[config.mk]
export PLATFORM = sky130hd
export DESIGN_NAME = fsic_io_serdes_tx
export DESIGN_NICKNAME = d
export VERILOG_FILES = /design/src/rtl/fsic_io_serdes_tx.sv
export SDC_FILE = /design/constraint.sdc
export NUM_CORES = 1
export LEC_CHECK = 0
export CORE_AREA = 2 2 121 123
export DETAILED_ROUTE_END_ITERATION = 10
export DIE_AREA = 0 0 123 125
export SLEW_MARGIN = 20
export SYNTH_ARGS = -nofsm -noshare
export SYNTH_HDL_FRONTEND = slang
export SYNTH_SLANG_ARGS = --single-unit
[constraint.sdc]
create_clock -name ioclk -period 2.9 [get_ports ioclk]
set_input_delay 0.435 -clock ioclk [delete_from_list [all_inputs] [get_ports ioclk]]
set_output_delay 0.435 -clock ioclk [all_outputs]
set_load 0.05 [all_outputs]
[src/rtl/fsic_io_serdes_tx.sv]
// fsic_io_serdes_tx: per-link transmit serializer.
//   Accepts one pDATA_WIDTH-bit word per frame through a one-deep hold register
//   (valid/ready), and shifts it onto pLANES = pDATA_WIDTH/pCLK_RATIO serial lanes.
//   Lane j carries word bit [j*pCLK_RATIO + phase] during phase 0..pCLK_RATIO-1.
// Ports:
//   ioclk, axis_rst         clock, async active-high reset
//   tx_en                   transmit enable request (sampled at word boundaries)
//   in_valid/in_data/in_ready  parallel word handshake into the hold register
//   underrun_clr            synchronous clear of underrun_cnt
//   serial_txd              lane data, gated by the transmit enable
//   serial_tclk_en          clock-gate enable for serial_tclk
//   phase_cnt               current bit phase within the frame
//   word_sent               pulse in the cycle after a real word is loaded
//   underrun_cnt            saturating count of idle frames sent while enabled
module fsic_io_serdes_tx #(
  parameter int pDATA_WIDTH = 32,
  parameter int pCLK_RATIO  = 4
) (
  input  logic                                ioclk,
  input  logic                                axis_rst,
  input  logic                                tx_en,
  input  logic                                in_valid,
  input  logic [pDATA_WIDTH-1:0]              in_data,
  output logic                                in_ready,
  input  logic                                underrun_clr,
  output logic [pDATA_WIDTH/pCLK_RATIO-1:0]   serial_txd,
  output logic                                serial_tclk_en,
  output logic [$clog2(pCLK_RATIO)-1:0]       phase_cnt,
  output logic                                word_sent,
  output logic [7:0]                          underrun_cnt
);

  localparam int pLANES = pDATA_WIDTH / pCLK_RATIO;
  localparam int PW     = $clog2(pCLK_RATIO);
  localparam logic [PW-1:0] LAST = PW'(pCLK_RATIO - 1);
  localparam logic [PW-1:0] ONE  = PW'(1);

  typedef enum logic {
    ST_IDLE = 1'b0,
    ST_RUN  = 1'b1
  } state_t;

  state_t                 state_q, state_d;
  logic                   txen_q;
  logic [PW-1:0]          phase_q, phase_d;
  logic [pDATA_WIDTH-1:0] shift_q, shift_d;
  logic                   hold_valid_q, hold_valid_d;
  logic [pDATA_WIDTH-1:0] hold_data_q, hold_data_d;
  logic [7:0]             underrun_q, underrun_d;
  logic                   word_sent_q, word_sent_d;

  logic boundary;
  logic load_real;
  logic load_idle;
  logic accept;

  assign boundary  = (phase_q == LAST);
  assign load_real = boundary & tx_en & hold_valid_q;
  assign load_idle = boundary & tx_en & ~hold_valid_q;
  assign in_ready  = ~hold_valid_q | load_real;
  assign accept    = in_valid & in_ready;

  // State register
  always_ff @(posedge ioclk or posedge axis_rst) begin
    if (axis_rst) state_q <= ST_IDLE;
    else          state_q <= state_d;
  end

  // Next state: enable changes only take effect at word boundaries
  always_comb begin
    state_d = state_q;
    if (boundary) state_d = tx_en ? ST_RUN : ST_IDLE;
  end

  // State outputs
  always_comb begin
    txen_q = (state_q == ST_RUN);
  end

  // Datapath next-state
  always_comb begin
    phase_d      = phase_q + ONE;
    shift_d      = shift_q;
    hold_valid_d = hold_valid_q;
    hold_data_d  = hold_data_q;
    underrun_d   = underrun_q;
    word_sent_d  = load_real;

    if (boundary) begin
      phase_d = tx_en ? '0 : LAST;
      shift_d = load_real ? hold_data_q : '0;
    end

    // Accept and consume can coincide: hold ends up with the new word, still valid
    if (load_real) hold_valid_d = 1'b0;
    if (accept) begin
      hold_valid_d = 1'b1;
      hold_data_d  = in_data;
    end

    if (underrun_clr)                        underrun_d = '0;
    else if (load_idle && underrun_q != '1)  underrun_d = underrun_q + 8'd1;
  end

  always_ff @(posedge ioclk or posedge axis_rst) begin
    if (axis_rst) begin
      phase_q      <= LAST;
      shift_q      <= '0;
      hold_valid_q <= 1'b0;
      hold_data_q  <= '0;
      underrun_q   <= '0;
      word_sent_q  <= 1'b0;
    end else begin
      phase_q      <= phase_d;
      shift_q      <= shift_d;
      hold_valid_q <= hold_valid_d;
      hold_data_q  <= hold_data_d;
      underrun_q   <= underrun_d;
      word_sent_q  <= word_sent_d;
    end
  end

  // Each lane owns a contiguous pCLK_RATIO-bit slice of the word
  for (genvar j = 0; j < pLANES; j++) begin : g_lane
    logic [pCLK_RATIO-1:0] lane_bits;
    assign lane_bits     = shift_q[j*pCLK_RATIO +: pCLK_RATIO];
    assign serial_txd[j] = lane_bits[phase_q] & txen_q;
  end

  assign serial_tclk_en = txen_q;
  assign phase_cnt      = phase_q;
  assign word_sent      = word_sent_q;
  assign underrun_cnt   = underrun_q;

endmodule

---- Yosys cells after proc, flatten, opt, wreduce, memory -nomap -nowiden ----
Index checks and enable logic that the tools add are counted.
storage, ports and cells
  register bits after elaboration ......... 77
  input port bits ......................... 37
  output and inout bits ................... 21
  word-level logic and storage cells ...... 53
operators by class
  $add $sub $neg .......................... 2
  magnitude comparators ................... 1
  equal/unequal tests ..................... 2
  mux-type cells .......................... 24
  bitwise gates (word level) .............. 14
  reductions and logical operators ........ 3
operators by type and width
  operator                                                              number
  32-bit 2-to-1 mux                                                     1
  1-bit binary-select mux with 2-bit select                             8
  8-bit 2-to-1 mux                                                      2
  1-bit AND                                                             12
  1-bit 2-to-1 mux                                                      11
  8-bit by 1-bit adder with 8-bit output, second input constant         1
  8-bit != test, second input constant                                  1
  2-bit 2-to-1 mux                                                      2
  2-bit nonzero test                                                    2
  2-bit by 3-bit < comparator with 1-bit output, second input constant  1
  2-bit by 1-bit adder with 2-bit output, second input constant         1
  2-bit == test, second input constant                                  1
  1-bit logical AND                                                     1
  1-bit NOT                                                             1
  1-bit OR                                                              1

---- Logic depth before layout (Yosys ltp) ----
  depth in word-level cells ............... 6
  gate-level depth with buffers ........... 7

---- Worst setup path after synthesis ----
No wires, ideal clock.
  path kind ............................... register -> output
  start ................................... register phase_q[0] (netlist: phase_cnt[0])
  end ..................................... output port serial_txd[0]
  arrival time ............................ 1836 ps
  required time ........................... 2465 ps
  slack ................................... 629 ps
  cell stages (with the launch flop) ...... 4
  path buffers ............................ 1
  cell sequence ........................... dfstp_2 -> buf_2 -> mux4_2 -> and2_1
between the ends
  longest elaborated chain between the ends .. 3
ends and longest elaborated chain
  what                                       line  RTL
  start: declaration                         45    logic [PW-1:0] phase_q, phase_d;
  start signal: assignment                   114   phase_q <= phase_d;
  1-bit binary-select mux with 2-bit select  127   assign serial_txd[j] = lane_bits[phase_q] & txen_q;
  1-bit 2-to-1 mux (implied by the code)     127
  1-bit AND                                  127
  end: declaration                           26    output logic [pDATA_WIDTH/pCLK_RATIO-1:0] serial_txd,
Every way passes these cells. The select of a mux whose other input is x is not followed.

---- Final worst setup path ----
  start ................................... register phase_q[0] (netlist: phase_cnt[0])
  end ..................................... output port serial_txd[1]
Same word-level chain as after synthesis.

==> impl_metrics.json <==
{
  "switching_share_pct": 31.0,
  "synth-seq-area-share_pct": 55.6,
  "tightest_slew_ps": 596,
  "grt_pass1_vias": 2335,
  "worstHoldPathType": "in2async",
  "instances_no_fill": 525,
  "hpwlAfterDp_um": 4970,
  "ant_nets": 0,
  "clk_pin_slew_ps": 60,
  "clk_latency_ps": 330,
  "portBuffers": 57,
  "yosysTopAreaCellShare_pct": 54.1,
  "num_rows": 44,
  "crit_fanout": 9,
  "critPathSlowestCell": "dfstp_2",
  "cts_max_level": 3,
  "drc": 0,
  "setup-tns-final_ps": 0,
  "critical_path_buf_inv_count": 1,
  "ys_types": 33,
  "die-area_sq_um": 15400,
  "cts_sinks": 77,
  "overflow": 0,
  "placed_area_sq_um": 4220,
  "p_switching_mw": 1.40,
  "tritoncts": "yes",
  "powerDensity_nw_per_um2": 994,
  "rsz0062_at_grt": "false",
  "irDropWorstVdd_mv": 0.454,
  "antenna_found_initial": 0,
  "firstDrtPassIters": 4,
  "criticalPathCategory": "reg2out",
  "synth_edf_count": 0,
  "cts-root-buf": "clkbuf_16",
  "grt_pass1_wl_um": 11900,
  "drt_iter0_drc": 79,
  "leakage_nw": 2.09,
  "die_h_um": 125,
  "cp_top_family": "flip-flops",
  "drv_slew": 0,
  "dp.cells": 509,
  "use_met3_pct": 3.38,
  "synth_top_area_cell": "dfrtp_1",
  "synth_flop_cell": "dfrtp_1",
  "ys_warn_count": 0,
  "post-cts-setup-buffers": 0,
  "track_usage_pct": 10.0,
  "run_status": "completed",
  "synth_area_leaders": "dfrtp_1, mux2_4, mux4_2",
  "fp.dieW_um": 123,
  "syn_area_per_cell_sq_um": 12.4,
  "fin_util_pct": 32.1,
  "use_met2_pct": 15.6,
  "finalSetupViolCount": 0,
  "intPower_mw": 3.12,
  "io_pins": 58,
  "cts_hold_buf": 0,
  "skew_ps": 4.79,
  "crit_chain": "mux4_2 > and2_1 > dlygate4sd2_1",
  "power.share.clock_pct": 28.3,
  "area_growth_pct": 31.3,
  "clk_path_buf_depth": 2,
  "multi_input_comb_area_sq_um": 1310,
  "timing.fmax_mhz": 386,
  "core_sq_um": 14200,
  "combPwrFrac_pct": 32.4,
  "synth_most_common_cell": "dfrtp_1",
  "finalHoldViolations": 0,
  "cp_slowest_stage_delay_ps": 690,
  "gp_congestion": 0.755,
  "period_share_pct": 89.3,
  "syn-cell-area_sq_um": 3470,
  "vias": 2159,
  "ys_top_cells_by_count": "dfrtp_1, inv_1, o21ai_0, nand2_1, mux2_4",
  "synthCells": 279,
  "finalInstanceArea_sq_um": 4560,
  "required_ps": 2470,
  "initial_utilization_pct": 24.4,
  "seq_area_sq_um": 1930,
  "globalRouteMet1Util_pct": 13.4,
  "seq_power_share_pct": 39.3,
  "cts_buffers": 9,
  "top_usage_layer": "met2",
  "diodes": 0,
  "ys_ff_latch": 77,
  "cap_violations": 0,
  "num-fill-cells": 1442,
  "worstSetupEndpointType": "output port",
  "grt_max_degree": 34,
  "max_slew_margin_pct": 60.2,
  "viasPerCell": 4.11,
  "syn_nets": 318,
  "period_minus_slack_ps": 2590,
  "final_nets": 375,
  "cp.arrival_ps": 2150,
  "wl_um": 7080,
  "layout-drive-gt1-share_pct": 22.0,
  "startpoint_type": "flip-flop",
  "wire_per_inst_um": 13.5,
  "ys_async_sr_fraction_pct": 100
}
[cell usage in the layout (no fill, tap or decap), types with 2 or more instances in the layout]
cell type / netlist / routed
ha_1: 2 / 2
and3_2: 2 / 2
nand2_4: 3 / 3
clkbuf_1: 4 / 2
dlygate4sd2_1: 0 / 2
clkdlybuf4s50_1: 0 / 48
bufinv_16: 0 / 3
nand2_1: 32 / 32
dfstp_2: 2 / 2
clkbuf_16: 0 / 9
mux2i_1: 3 / 3
mux2_2: 2 / 2
buf_4: 1 / 8
nor3_1: 2 / 2
mux4_2: 8 / 8
mux2_4: 30 / 30
clkinv_2: 0 / 2
and2_1: 10 / 10
dfrtp_1: 75 / 75
o2111ai_1: 2 / 2
xor2_1: 5 / 5
inv_1: 36 / 35
nor2_1: 6 / 6
buf_12: 0 / 2
o21ai_0: 33 / 33
[per-layer routing]
metal	vias up	part of all wire, %
li1	1031	-
met1	1070	46
met2	52	47
met3	6	6.1
met4	0	1.0
met5	-	0
[kinds of logic after synthesis]
logic type | count (synthesis) | synth area share [%]
DFF | 77 | 55.6
xor gates and xnor gates | 5 | 1.26
buffers and inverters | 51 | 6.67
AOI/OAI and AO/OA | 41 | 7.07
muxes | 43 | 19.7
and+or+nand+nor | 60 | 8.98
adders and majority gates | 2 | 0.721
[what timing repair did]
action                     in CTS  in global routing
hold endpoints to repair        0                  0
setup endpoints to repair       2                  1
resized for setup               2                  1
[registers in the layout, summed over array words and instances (netlist names)]
| signal | flops |
|---|---|
| hold_data_q | 32 |
| hold_valid_q | 1 |
| phase_cnt | 2 |
| serial_tclk_en | 1 |
| shift_q | 32 |
| underrun_cnt | 8 |
| word_sent | 1 |
[stage by stage]
| step | total power, mW | hold slack [ps] | setup slack (ps) |
|---|---|---|---|
| after CTS | 4.60 | 470 | 1.35 |
| after global placement | 3.26 | 470 | 359 |
| after detailed placement | 3.29 | 473 | 367 |
| final | 4.53 | 459 | 310 |
| after global routing | 4.81 | 513 | 224 |
| after floorplan | 2.87 | 444 | 502 |
[power groups by stage]
stage / sequential [mW] / combinational [mW] / clock (mW)
floorplan: 1.75 / 1.12 / 0
global placement: 1.79 / 1.47 / 0
detailed placement: 1.80 / 1.49 / 0
CTS: 1.79 / 1.49 / 1.32
global route: 1.85 / 1.60 / 1.36
finish: 1.78 / 1.47 / 1.28
[worst paths after layout]
| kind | from | to | slack (ps) | cells after the start |
|---|---|---|---|---|
| setup / recovery | phase_cnt[0] | serial_txd[1] | 310 | 3 |
| min in group ioclk | hold_data_q[30] | shift_q[30] | 480 | 2 |
| setup reg to reg | phase_cnt[1] | hold_data_q[19] | 530 | 5 |
| max in group asynchronous | axis_rst | shift_q[15] | 1780 | 3 |
| hold reg to reg | hold_data_q[30] | shift_q[30] | 480 | 2 |
| hold / removal | axis_rst | hold_data_q[24] | 460 | 2 |
[area by class of cell]
type,count,share of cell area (%)
well taps,184,5.05
clock inverters,4,2.09
multi-input cells,151,28.7
inverters,36,2.99
flip-flops and latches,77,42.3
repair buffers,61,13.4
clock buffers,12,5.41
No activity file was read; power rests on OpenSTA's default activity.
